File: src/rtl/timer_sched_pkg.sv
// State encoding and timer register map shared by the interval scheduler.
package timer_sched_pkg;

    typedef enum logic [2:0] {
        IDLE,
        CLR,
        EN,
        RD,
        WAIT,
        CMP,
        DIS
    } sched_state_t;

    localparam logic        CTRL_ADDR    = 1'b0;
    localparam logic        COUNT_ADDR   = 1'b1;
    localparam logic [31:0] CTRL_ENABLE  = 32'd1;
    localparam logic [31:0] CTRL_DISABLE = 32'd0;

endpackage

File: src/rtl/timer_interval_scheduler.sv
// Avalon-MM master that arms the custom timer, polls its counter and emits
// periodic or one-shot interval ticks.
//
// state | meaning
// IDLE  | waiting for start
// CLR   | writing CTRL=0 (clear and disable timer)
// EN    | writing CTRL=1 (enable timer)
// RD    | issuing COUNTER read
// WAIT  | waiting READ_LATENCY cycles, capturing readdata on the last one
// CMP   | comparing captured count against period
// DIS   | writing CTRL=0 before returning to IDLE
module timer_interval_scheduler
    import timer_sched_pkg::*;
#(
    parameter int READ_LATENCY = 1,
    parameter int TICK_CNT_W   = 16
) (
    input  logic                  clk,
    input  logic                  reset,
    input  logic                  start,
    input  logic                  stop,
    input  logic                  oneshot,
    input  logic [31:0]           period,
    output logic                  busy,
    output logic                  tick,
    output logic                  err,
    output logic [TICK_CNT_W-1:0] tick_count,
    output logic [31:0]           last_count,
    output logic                  tmr_address,
    output logic                  tmr_read,
    output logic                  tmr_write,
    output logic [31:0]           tmr_writedata,
    input  logic [31:0]           tmr_readdata
);

    localparam logic [1:0] WAIT_LOAD = 2'(READ_LATENCY - 1);

    sched_state_t          r_state;
    sched_state_t          w_next;
    logic [31:0]           r_period;
    logic                  r_oneshot;
    logic                  r_stop_pend;
    logic [1:0]            r_wait_cnt;
    logic [31:0]           r_captured;
    logic [TICK_CNT_W-1:0] r_tick_count;
    logic [31:0]           r_last_count;
    logic                  r_tick;
    logic                  r_err;
    logic                  r_rd;
    logic                  r_wr;
    logic                  r_addr;
    logic [31:0]           r_wdata;

    logic                  w_accept;
    logic                  w_reject;
    logic                  w_stop_now;
    logic                  w_expired;
    logic                  w_tick;
    logic                  w_rd;
    logic                  w_wr;
    logic                  w_addr;
    logic [31:0]           w_wdata;

    // stop in the same IDLE cycle as start drops the start
    assign w_accept   = start && !stop && (period != 32'd0);
    assign w_reject   = start && !stop && (period == 32'd0);
    assign w_stop_now = r_stop_pend || stop;
    assign w_expired  = (r_captured >= r_period);

    always_ff @(posedge clk or negedge reset) begin
        if (!reset) begin
            r_state <= IDLE;
        end else begin
            r_state <= w_next;
        end
    end

    always_comb begin
        w_next = r_state;
        case (r_state)
            IDLE: if (w_accept) w_next = CLR;
            // a pending stop replaces the CTRL=1 write with the disable write
            CLR:  w_next = w_stop_now ? DIS : EN;
            EN:   w_next = RD;
            RD:   w_next = WAIT;
            WAIT: if (r_wait_cnt == 2'd0) w_next = CMP;
            CMP: begin
                if (w_stop_now)     w_next = DIS;
                else if (w_expired) w_next = r_oneshot ? DIS : CLR;
                else                w_next = RD;
            end
            DIS:     w_next = IDLE;
            default: w_next = IDLE;
        endcase
    end

    // strobes are decoded from the next state so they are registered and
    // coincide with the state that owns the bus cycle
    always_comb begin
        w_wr    = (w_next == CLR) || (w_next == EN) || (w_next == DIS);
        w_rd    = (w_next == RD);
        w_addr  = w_rd ? COUNT_ADDR : CTRL_ADDR;
        w_wdata = (w_next == EN) ? CTRL_ENABLE : CTRL_DISABLE;
        w_tick  = (r_state == CMP) && !w_stop_now && w_expired;
    end

    always_ff @(posedge clk or negedge reset) begin
        if (!reset) begin
            r_period     <= '0;
            r_oneshot    <= 1'b0;
            r_stop_pend  <= 1'b0;
            r_wait_cnt   <= '0;
            r_captured   <= '0;
            r_tick_count <= '0;
            r_last_count <= '0;
            r_tick       <= 1'b0;
            r_err        <= 1'b0;
            r_rd         <= 1'b0;
            r_wr         <= 1'b0;
            r_addr       <= 1'b0;
            r_wdata      <= '0;
        end else begin
            r_tick <= w_tick;
            r_err  <= (r_state == IDLE) && w_reject;
            r_rd   <= w_rd;
            r_wr   <= w_wr;
            r_addr <= w_addr;
            r_wdata <= w_wdata;

            if ((r_state == IDLE) && w_accept) begin
                r_period     <= period;
                r_oneshot    <= oneshot;
                r_tick_count <= '0;
            end

            if ((r_state == IDLE) || (r_state == DIS)) begin
                r_stop_pend <= 1'b0;
            end else if (stop) begin
                r_stop_pend <= 1'b1;
            end

            if (r_state == RD) begin
                r_wait_cnt <= WAIT_LOAD;
            end else if ((r_state == WAIT) && (r_wait_cnt != 2'd0)) begin
                r_wait_cnt <= r_wait_cnt - 2'd1;
            end

            if ((r_state == WAIT) && (r_wait_cnt == 2'd0)) begin
                r_captured <= tmr_readdata;
            end

            if (w_tick) begin
                r_tick_count <= r_tick_count + 1'b1;
                r_last_count <= r_captured;
            end
        end
    end

    assign busy          = (r_state != IDLE);
    assign tick          = r_tick;
    assign err           = r_err;
    assign tick_count    = r_tick_count;
    assign last_count    = r_last_count;
    assign tmr_address   = r_addr;
    assign tmr_read      = r_rd;
    assign tmr_write     = r_wr;
    assign tmr_writedata = r_wdata;

endmodule

File: config.mk
export PLATFORM = sky130hd
export DESIGN_NAME = timer_interval_scheduler
export DESIGN_NICKNAME = d
export VERILOG_FILES = /design/src/rtl/timer_sched_pkg.sv /design/src/rtl/timer_interval_scheduler.sv
export SDC_FILE = /design/constraint.sdc
export NUM_CORES = 1
export LEC_CHECK = 0
export ABC_AREA = 1
export BUFFER_PORTS_ARGS = -buffer_cell sky130_fd_sc_hd__buf_2
export CAP_MARGIN = 20
export CORE_MARGIN = 2
export CORE_UTILIZATION = 48
export CTS_CLUSTER_SIZE = 24
export DETAILED_ROUTE_END_ITERATION = 12
export PLACE_DENSITY = 0.76
export SYNTH_ARGS = -nofsm -noshare
export SYNTH_HDL_FRONTEND = slang
export SYNTH_SLANG_ARGS = --single-unit
File: constraint.sdc
create_clock -name clk -period 1.77 [get_ports clk]
set_input_delay 0.177 -clock clk [delete_from_list [all_inputs] [get_ports clk]]
set_output_delay 0.177 -clock clk [all_outputs]
set_load 0.02 [all_outputs]
Yosys cells after proc, flatten, opt, wreduce, memory -nomap -nowiden
Index checks and enable logic that the tools add are counted.
Storage, ports and cells
  register bits: 125
  output and inout port bits: 86
  logic and storage cells: 66
Operators by class
  add/subtract/negate cells: 2
  $lt $le $gt $ge: 1
  eq/ne operators: 10
  muxes and demuxes: 15
  reductions and logical operators: 24
Operator list (number)
  $ge A32 B32 Y1: 1
  $logic_not A32 Y1: 1
  $mux W16: 2
  $reduce_bool A32 Y1: 1
  $mux W3: 6
  $pmux W3 S6: 1
  $add A16 B1 Y16 const B: 1
  $eq A3 B2 Y1 const B: 4
  $eq A3 B3 Y1 const B: 4
  $logic_and A1 B1 Y1: 9
  $reduce_bool A2 Y1: 4
  $eq A3 B1 Y1 const B: 2
  $logic_or A1 B1 Y1: 4
  $mux W1: 4
  $mux W2: 2
  $logic_not A3 Y1: 1
  $reduce_bool A3 Y1: 1
  $logic_not A1 Y1: 2
  $logic_not A2 Y1: 1
  $sub A2 B1 Y2 const B: 1

Longest topological paths before layout
Gate-level depths: netlist of the first run.
  depth in word-level cells: 8
  mapped depth: 18
  mapped depth without buffers: 18

Worst setup path after synthesis of the first run
OpenSTA, ideal clock, no wires.
  kind: register -> register
  start point: reg r_tick_count[0] (netlist: tick_count[0])
  end point: reg r_tick_count[14] (netlist: tick_count[14])
  setup time: 0.129 ns
  arrival time: 1.732 ns
  path slack: -0.091 ns
  cell stages (with the launch flop): 11
  buffers on the path: 0
  clock period less this slack: 1.861 ns
  cell sequence: dfrtp_1 -> ha_1 -> nand3_1 -> nor2_1 -> inv_1 -> nor2_2 -> nand3_2 -> nor3_2 -> nand3_1 -> xor2_1 -> o22ai_2
On the way
  longest elaborated chain between the ends: 2
RTL lines
  start: declaration: RTL line timer_interval_scheduler.sv:45  | logic [TICK_CNT_W-1:0] r_tick_count;
  start signal: assignment: RTL line timer_interval_scheduler.sv:153  | r_tick_count <= r_tick_count + 1'b1;
  $add A16 B1 Y16: RTL line timer_interval_scheduler.sv:153
  $mux W16: RTL line timer_interval_scheduler.sv:152  | if (w_tick) begin
No other way between the ends.
A chain may end at the register's enable or synchronous reset.

Worst setup path after layout of the first run
  start point: reg r_captured[13]
  end point: reg r_tick_count[12] (netlist: tick_count[12])
On the way
  longest elaborated chain between the ends: 3
  elaborated cells between the ends (all ways): 4
  classes of those cells: 1 x order compare; 1 x mux; 2 x reduce/logical
RTL lines
  start: declaration: RTL line timer_interval_scheduler.sv:44  | logic [31:0] r_captured;
  start signal: assignment: RTL line timer_interval_scheduler.sv:149  | r_captured <= tmr_readdata;
  $ge A32 B32 Y1 (*): RTL line timer_interval_scheduler.sv:68  | assign w_expired = (r_captured >= r_period);
  $logic_and A1 B1 Y1 (*): RTL line timer_interval_scheduler.sv:104  | w_tick = (r_state == CMP) && !w_stop_now && w_expired;
  $mux W16 or $reduce_bool A2 Y1 (tied branches)
Mark *: on every way between the ends. The rest lies on a longest branch, timed or not.

==> flow_summary.ini, run 1 <==
[run_status]
outcome = finished, violations left
violations = setup timing

[detailed_routing]
drt-initial-drc-count = 336
final_antenna_net_count = 0
firstDrtPassIters = 5
vias = 5602
route.detailed.drc = 0
viasPerCell = 4.93
wl_per_cell_um = 15.6
wirelength_um = 17700

[placed_design]
io_buffers = 123
place_ws_ns = -0.272
gp_congestion = 0.813
dp_hpwl_um = 10200
placed_area_um2 = 7450

[clock_network]
root_buffer = clkbuf_16
clk_pin_slew_ns = 0.06
cts_made_buffers = 17
htreeDepth = 4
cts_buffer_depth = 2
cts_tree = yes
numClockSinks = 124
insertion_delay_ns = 0.42

[global_routing]
grt_pass1_vias = 5485
grt_overflow = 0
globalRouteTotalUtil_pct = 23.5
grt_pass1_wl_um = 25800
antenna_found_initial = 0
grt_max_degree = 45

[pwr]
internal-power_mw = 9.91
vdd.ir_drop.worst_mv = 1.12
pwr-share-seq_pct = 29.4
p_sw_mw = 6.33
p_sw_share_pct = 39.0
combPwrFrac_pct = 49.1
pwr-share-clk_pct = 21.5
leakage_nw = 4.79
pwr_density_cell_nw_per_um2 = 1750

[synthesis]
yosys_warnings = 0
yosysSeqAreaShare_pct = 50.2
ys_types = 33
synth-seq-cells = 124
synthTopCellsByArea = dfrtp_1 (50%), nand2_1 (10%), ha_1 (6.9%)
postSynthAreaPerCell_um2 = 8.93
syn_inst = 693
yosysTopAreaCell = dfrtp_1
yosysTopAreaCellShare_pct = 50.2
synthesis.area_um2 = 6190

[setup_path]
worstPathRequired_ns = 2.12
path_max_fanout = 5
r2r_slack_ns = -0.35
reg2reg_to = tick_count[12]
crit_path_cell_trace = ha_4 > nand2_1 > a21oi_2 > nor2_2 > nand2_2 > nor2_1 > nand2_1 > nand2_2 > nand2_4 > nand2_8 > inv_8 > buf_6 > nand3_1 > a21oi_1
critPathCaptureType = flip-flop
crit_path_start_kind = flip-flop
crit_start = r_captured[13]
reg2reg_depth = 14
r2r_start = r_captured[13]
cpLargestDelayFamily = simple AND/OR/NAND/NOR gates
cpPeakStageDelay_ns = 0.41
cp_num_buf_inv = 2
criticalPathCategory = flip-flop to flip-flop
cp.arrival_ns = 2.47
slowest_stage = dfrtp_1

[sta]
hold_viol_final = 0
worst_slew_pin_slew_ns = 0.520
drv_slew = 0
worst_slack_ns = -0.351
whs_ns = 0.00798
fmax_ghz = 0.472
rsz0062_at_grt = yes
finalSetupViolCount = 55
clock_skew_ns = 0.00784
fin_tns_setup_ns = -16.28
finalWorstPathRequiredPeriod_ns = 2.12
fin_crit_sh_pct = 120
relSlewSlack_pct = 65.3

[final_layout]
final_cell_area_um2 = 9300
area_growth_pct = 50.3
insertedDiodeCount = 0
fillers = 840
nNetsFinal = 1056
final_core_util_pct = 73.7
drive_gt1_share_pct = 39.3

[floorplan]
die_h_um = 118
pin_count = 155
rows = 41
dieWidth_um = 118
core-area_um2 = 12600
dieArea_um2 = 13800
initial_core_util_pct = 49.0

[min_path]
hold_path.startpoint = period[5]
worstHoldEndpoint = r_period[5]
hold_class = input port to flip-flop
min_path_cells = 3

[job]
drv_cap = 0
==> what timing repair did <==
item / in CTS / in global routing
cloned: 1 / 13
buffers inserted: 3 / 5
setup endpoints to repair: 55 / 87
resized for setup: 54 / 84
hold endpoints to repair: 76 / 0
hold buffers: 44 / 0
pin swaps: 5 / 30
==> power by group through the flow <==
stage          registers (mW)  logic, mW  clock network [mW]
4_1_cts                  4.69       6.92                3.53
3_3_place_gp             4.64       6.05                   0
3_5_place_dp             4.68       6.25                   0
5_1_grt                  4.89       8.77                3.65
2_1_floorplan            5.09       3.52                   0
6_report                 4.77       7.97                3.49
==> cell type report <==
type / count / area, um2 / area share (%)
clock buffers: 22 / 464 / 4.99
flip-flops and latches: 124 / 3110 / 33.4
inverters: 91 / 357 / 3.83
clock inverters: 9 / 120 / 1.29
repair buffers: 262 / 2090 / 22.5
multi-input cells: 456 / 2930 / 31.5
well taps: 172 / 215 / 2.31
repair inverters: 1 / 16.3 / 0.175
==> how the worst max path moves through the flow <==
stage / endpoint / slack [ns] / cells after the start
6_report: tick_count[12] / -0.35 / 14
4_1_cts: last_count[0] / -0.20 / 14
3_5_place_dp: last_count[14] / -0.27 / 11
5_1_grt: tick_count[2] / -0.43 / 15
2_1_floorplan: tick_count[14] / -0.01 / 10
3_3_place_gp: last_count[5] / -0.20 / 14
==> logic make-up after synthesis <==
logic type                 after synthesis  synth area share [%]
adders and majority gates               34                  6.88
DFF                                    124                  50.2
buffers and inverters                  144                  11.6
muxes                                   11                  2.00
AOI/OAI and AO/OA                      117                  11.5
other                                    1                0.0606
and+or+nand+nor                        258                  17.2
xor gates and xnor gates                 4                 0.566
==> stage by stage <==
step                      std cells  total power [mW]
after floorplan                 723              8.61
after global placement         1044              10.7
after detailed placement       1044              10.9
after CTS                      1123              15.1
after global routing           1137              17.3
final                          1137              16.2
==> cells in the mapped netlist, drive strengths merged <==
library cell    n
o211a           1
conb            1
nor2           50
xor2            4
nor3            5
inv            91
a21o            2
clkbuf          6
nand3          20
o21a            2
nor4            9
o21ai          67
o22ai           4
nor3b           1
buf            47
ha             34
nand2         169
mux2           11
a21oi          39
a31oi           1
dfrtp         124
o31ai           1
nand4           4
==> per-layer routing <==
metal,routed length (um),up-vias,global-route usage [%]
li1,-,2692,-
met1,7280,2660,29.6
met2,9060,210,39.4
met3,928,40,5.43
met4,443,0,9.64
met5,0,-,0
==> registers in the layout (all words and copies together) (netlist names), 2 cells and up <==
signal,flops
r_state,3
r_period,32
last_count,32
tick_count,16
r_captured,32
r_wait_cnt,2
==> cells in the final DEF, fill, tap and decap left out, types with 8 or more instances in the layout <==
| cell type | n |
|---|---|
| nand2_2 | 21 |
| inv_1 | 79 |
| nor2_2 | 10 |
| o21ai_0 | 12 |
| buf_12 | 9 |
| dlygate4sd3_1 | 41 |
| nor2_1 | 37 |
| ha_4 | 11 |
| buf_4 | 73 |
| mux2_2 | 11 |
| ha_1 | 23 |
| o21ai_1 | 22 |
| nand3_2 | 8 |
| buf_2 | 119 |
| nand3_1 | 12 |
| clkbuf_16 | 26 |
| inv_2 | 9 |
| conb_1 | 31 |
| o21ai_2 | 32 |
| nand2_1 | 142 |
| dfrtp_1 | 121 |
| a21oi_1 | 35 |
==> worst min-delay path, stage by stage <==
cell and delay (ns):
buf_2 0.11, nand2_2 0.06, o21ai_2 0.04
Power figures use the tool's default switching activity.
==> inputs of run 2 (changes only) <==
--- a/config.mk
+++ b/config.mk
@@ -8,11 +8,14 @@
 export ABC_AREA = 1
 export BUFFER_PORTS_ARGS = -buffer_cell sky130_fd_sc_hd__buf_2
 export CAP_MARGIN = 20
+export CORE_ASPECT_RATIO = 1.25
 export CORE_MARGIN = 2
 export CORE_UTILIZATION = 48
+export CTS_CLUSTER_DIAMETER = 150
 export CTS_CLUSTER_SIZE = 24
 export DETAILED_ROUTE_END_ITERATION = 12
 export PLACE_DENSITY = 0.76
+export SKIP_LAST_GASP = 1
 export SYNTH_ARGS = -nofsm -noshare
 export SYNTH_HDL_FRONTEND = slang
 export SYNTH_SLANG_ARGS = --single-unit
==> flow_summary.ini, run 2 (same netlist as run 1, synthesis figures left out) <==
[floorplan]
dieArea_um2 = 13800
dieWidth_um = 106
core-area_um2 = 12700
pin_count = 155
initial_core_util_pct = 48.9
rows = 46
die_h_um = 131

[clock_network]
clk_pin_slew_ns = 0.06
cts_tree = yes
root_buffer = clkbuf_16
cts_buffer_depth = 2
cts_made_buffers = 17
insertion_delay_ns = 0.42
htreeDepth = 4
numClockSinks = 124

[sta]
clock_skew_ns = 0.00851
worst_slew_pin_slew_ns = 0.633
relSlewSlack_pct = 57.5
worst_slack_ns = -0.341
drv_slew = 0
fin_crit_sh_pct = 119
finalSetupViolCount = 55
fmax_ghz = 0.474
fin_tns_setup_ns = -15.10
finalWorstPathRequiredPeriod_ns = 2.11
rsz0062_at_grt = yes
hold_viol_final = 0

[pwr]
pwr_density_cell_nw_per_um2 = 1850
vdd.ir_drop.worst_mv = 0.967
leakage_nw = 4.69

[detailed_routing]
route.detailed.drc = 0
viasPerCell = 5.14
drt-initial-drc-count = 300
wl_per_cell_um = 17.2
firstDrtPassIters = 5
vias = 5722
final_antenna_net_count = 0
wirelength_um = 19200

[final_layout]
layout.cells.non_filler = 1114
area_growth_pct = 49.9
insertedDiodeCount = 0
fillers = 851
final_cell_mix = nand2_1 (128), dfrtp_1 (122), buf_2 (122), buf_4 (73), inv_1 (71)
drive_gt1_share_pct = 44.2
final_core_util_pct = 73.2
mostFrequentLayoutCell = nand2_1
nNetsFinal = 1036

[placed_design]
placed_cells = 1035
dp_hpwl_um = 10100
io_buffers = 123
gp_congestion = 0.854

[min_path]
worstHoldEndpoint = r_captured[25]
hold_class = input port to flip-flop
min_path_cells = 3
hold_path.startpoint = tmr_readdata[25]

[global_routing]
grt_max_degree = 61
grt_pass1_wl_um = 26200
grt_pass1_vias = 5598
antenna_found_initial = 0
grt_overflow = 0
globalRouteTotalUtil_pct = 24.5

[setup_path]
r2r_slack_ns = -0.34
reg2reg_depth = 15
worstPathRequired_ns = 2.06
critPathCaptureType = flip-flop
r2r_start = r_captured[4]
cp.arrival_ns = 2.40
crit_path_start_kind = flip-flop
reg2reg_to = tick_count[15]
criticalPathCategory = flip-flop to flip-flop
path_max_fanout = 7

[job]
drv_cap = 0

[run_status]
violations = setup timing
outcome = finished, violations left
-- run 2: critical path, stage by stage, from the launching register on --
cell     delay [ns]
dfrtp_1        0.41
ha_2           0.34
nand2_1        0.07
nor2_2         0.12
nand2_1        0.08
nor2_1         0.10
nor2_1         0.06
nand2_2        0.09
nand2_4        0.07
nand2_4        0.09
nand2_8        0.07
buf_12         0.15
inv_8          0.07
nand3_2        0.09
nand3_2        0.08
o21ai_1        0.08
-- run 2: how the worst max path moves through the flow --
stage | slack, ns | end | depth (start not counted) | start
after global placement | -0.21 | last_count[11] | 14 | r_captured[15]
after floorplan | -0.01 | tick_count[14] | 10 | tick_count[0]
final | -0.34 | tick_count[15] | 15 | r_captured[4]
after global routing | -0.45 | tick_count[14] | 10 | tick_count[0]
after CTS | -0.23 | last_count[15] | 14 | r_captured[15]
after detailed placement | -0.25 | last_count[5] | 14 | r_captured[15]
-- run 2: cell type report --
class	count	area, um2	share of cell area, %
clock buffer	21	480	5.18
clock inverter	11	140	1.51
inverter	91	354	3.82
multi-input combinational	455	3120	33.6
sequential	124	3110	33.5
tap	168	210	2.27
timing repair buffer	244	1870	20.1
-- run 2: through the flow --
step / total power, mW / hold WS (ns) / cell area [um2] / setup WS [ns]
6_report: 17.2 / 0.00212 / 9270 / -0.341
5_1_grt: 18.2 / 0.00496 / 9270 / -0.446
3_3_place_gp: 10.6 / 0.0563 / 7390 / -0.215
2_1_floorplan: 8.61 / -0.119 / 6330 / -0.0128
3_5_place_dp: 10.8 / 0.0588 / 7390 / -0.252
4_1_cts: 15.2 / 0.00143 / 8620 / -0.231
-- run 2: timing repair --
item	CTS	global route
endpoints found under the hold margin	147	0
setup buffers	8	9
setup endpoints to repair	54	88
hold buffers	24	0
gates cloned	3	4
resized for setup	60	120
pin swaps	15	28
-- run 2: per-layer routing --
metal,global-route usage (%),routed length [um],vias to the layer above
met5,0,0,-
met4,10.2,831,0
met3,5.16,844,70
met2,45.8,10400,220
met1,27.0,7070,2791
li1,-,-,2641
-- run 2: report_power, final --
part           internal (mW)  leakage (nW)  switching (mW)
combinational           3.90          2.85            4.72
sequential              4.04          1.54           0.842
clock                   2.35         0.297            1.30
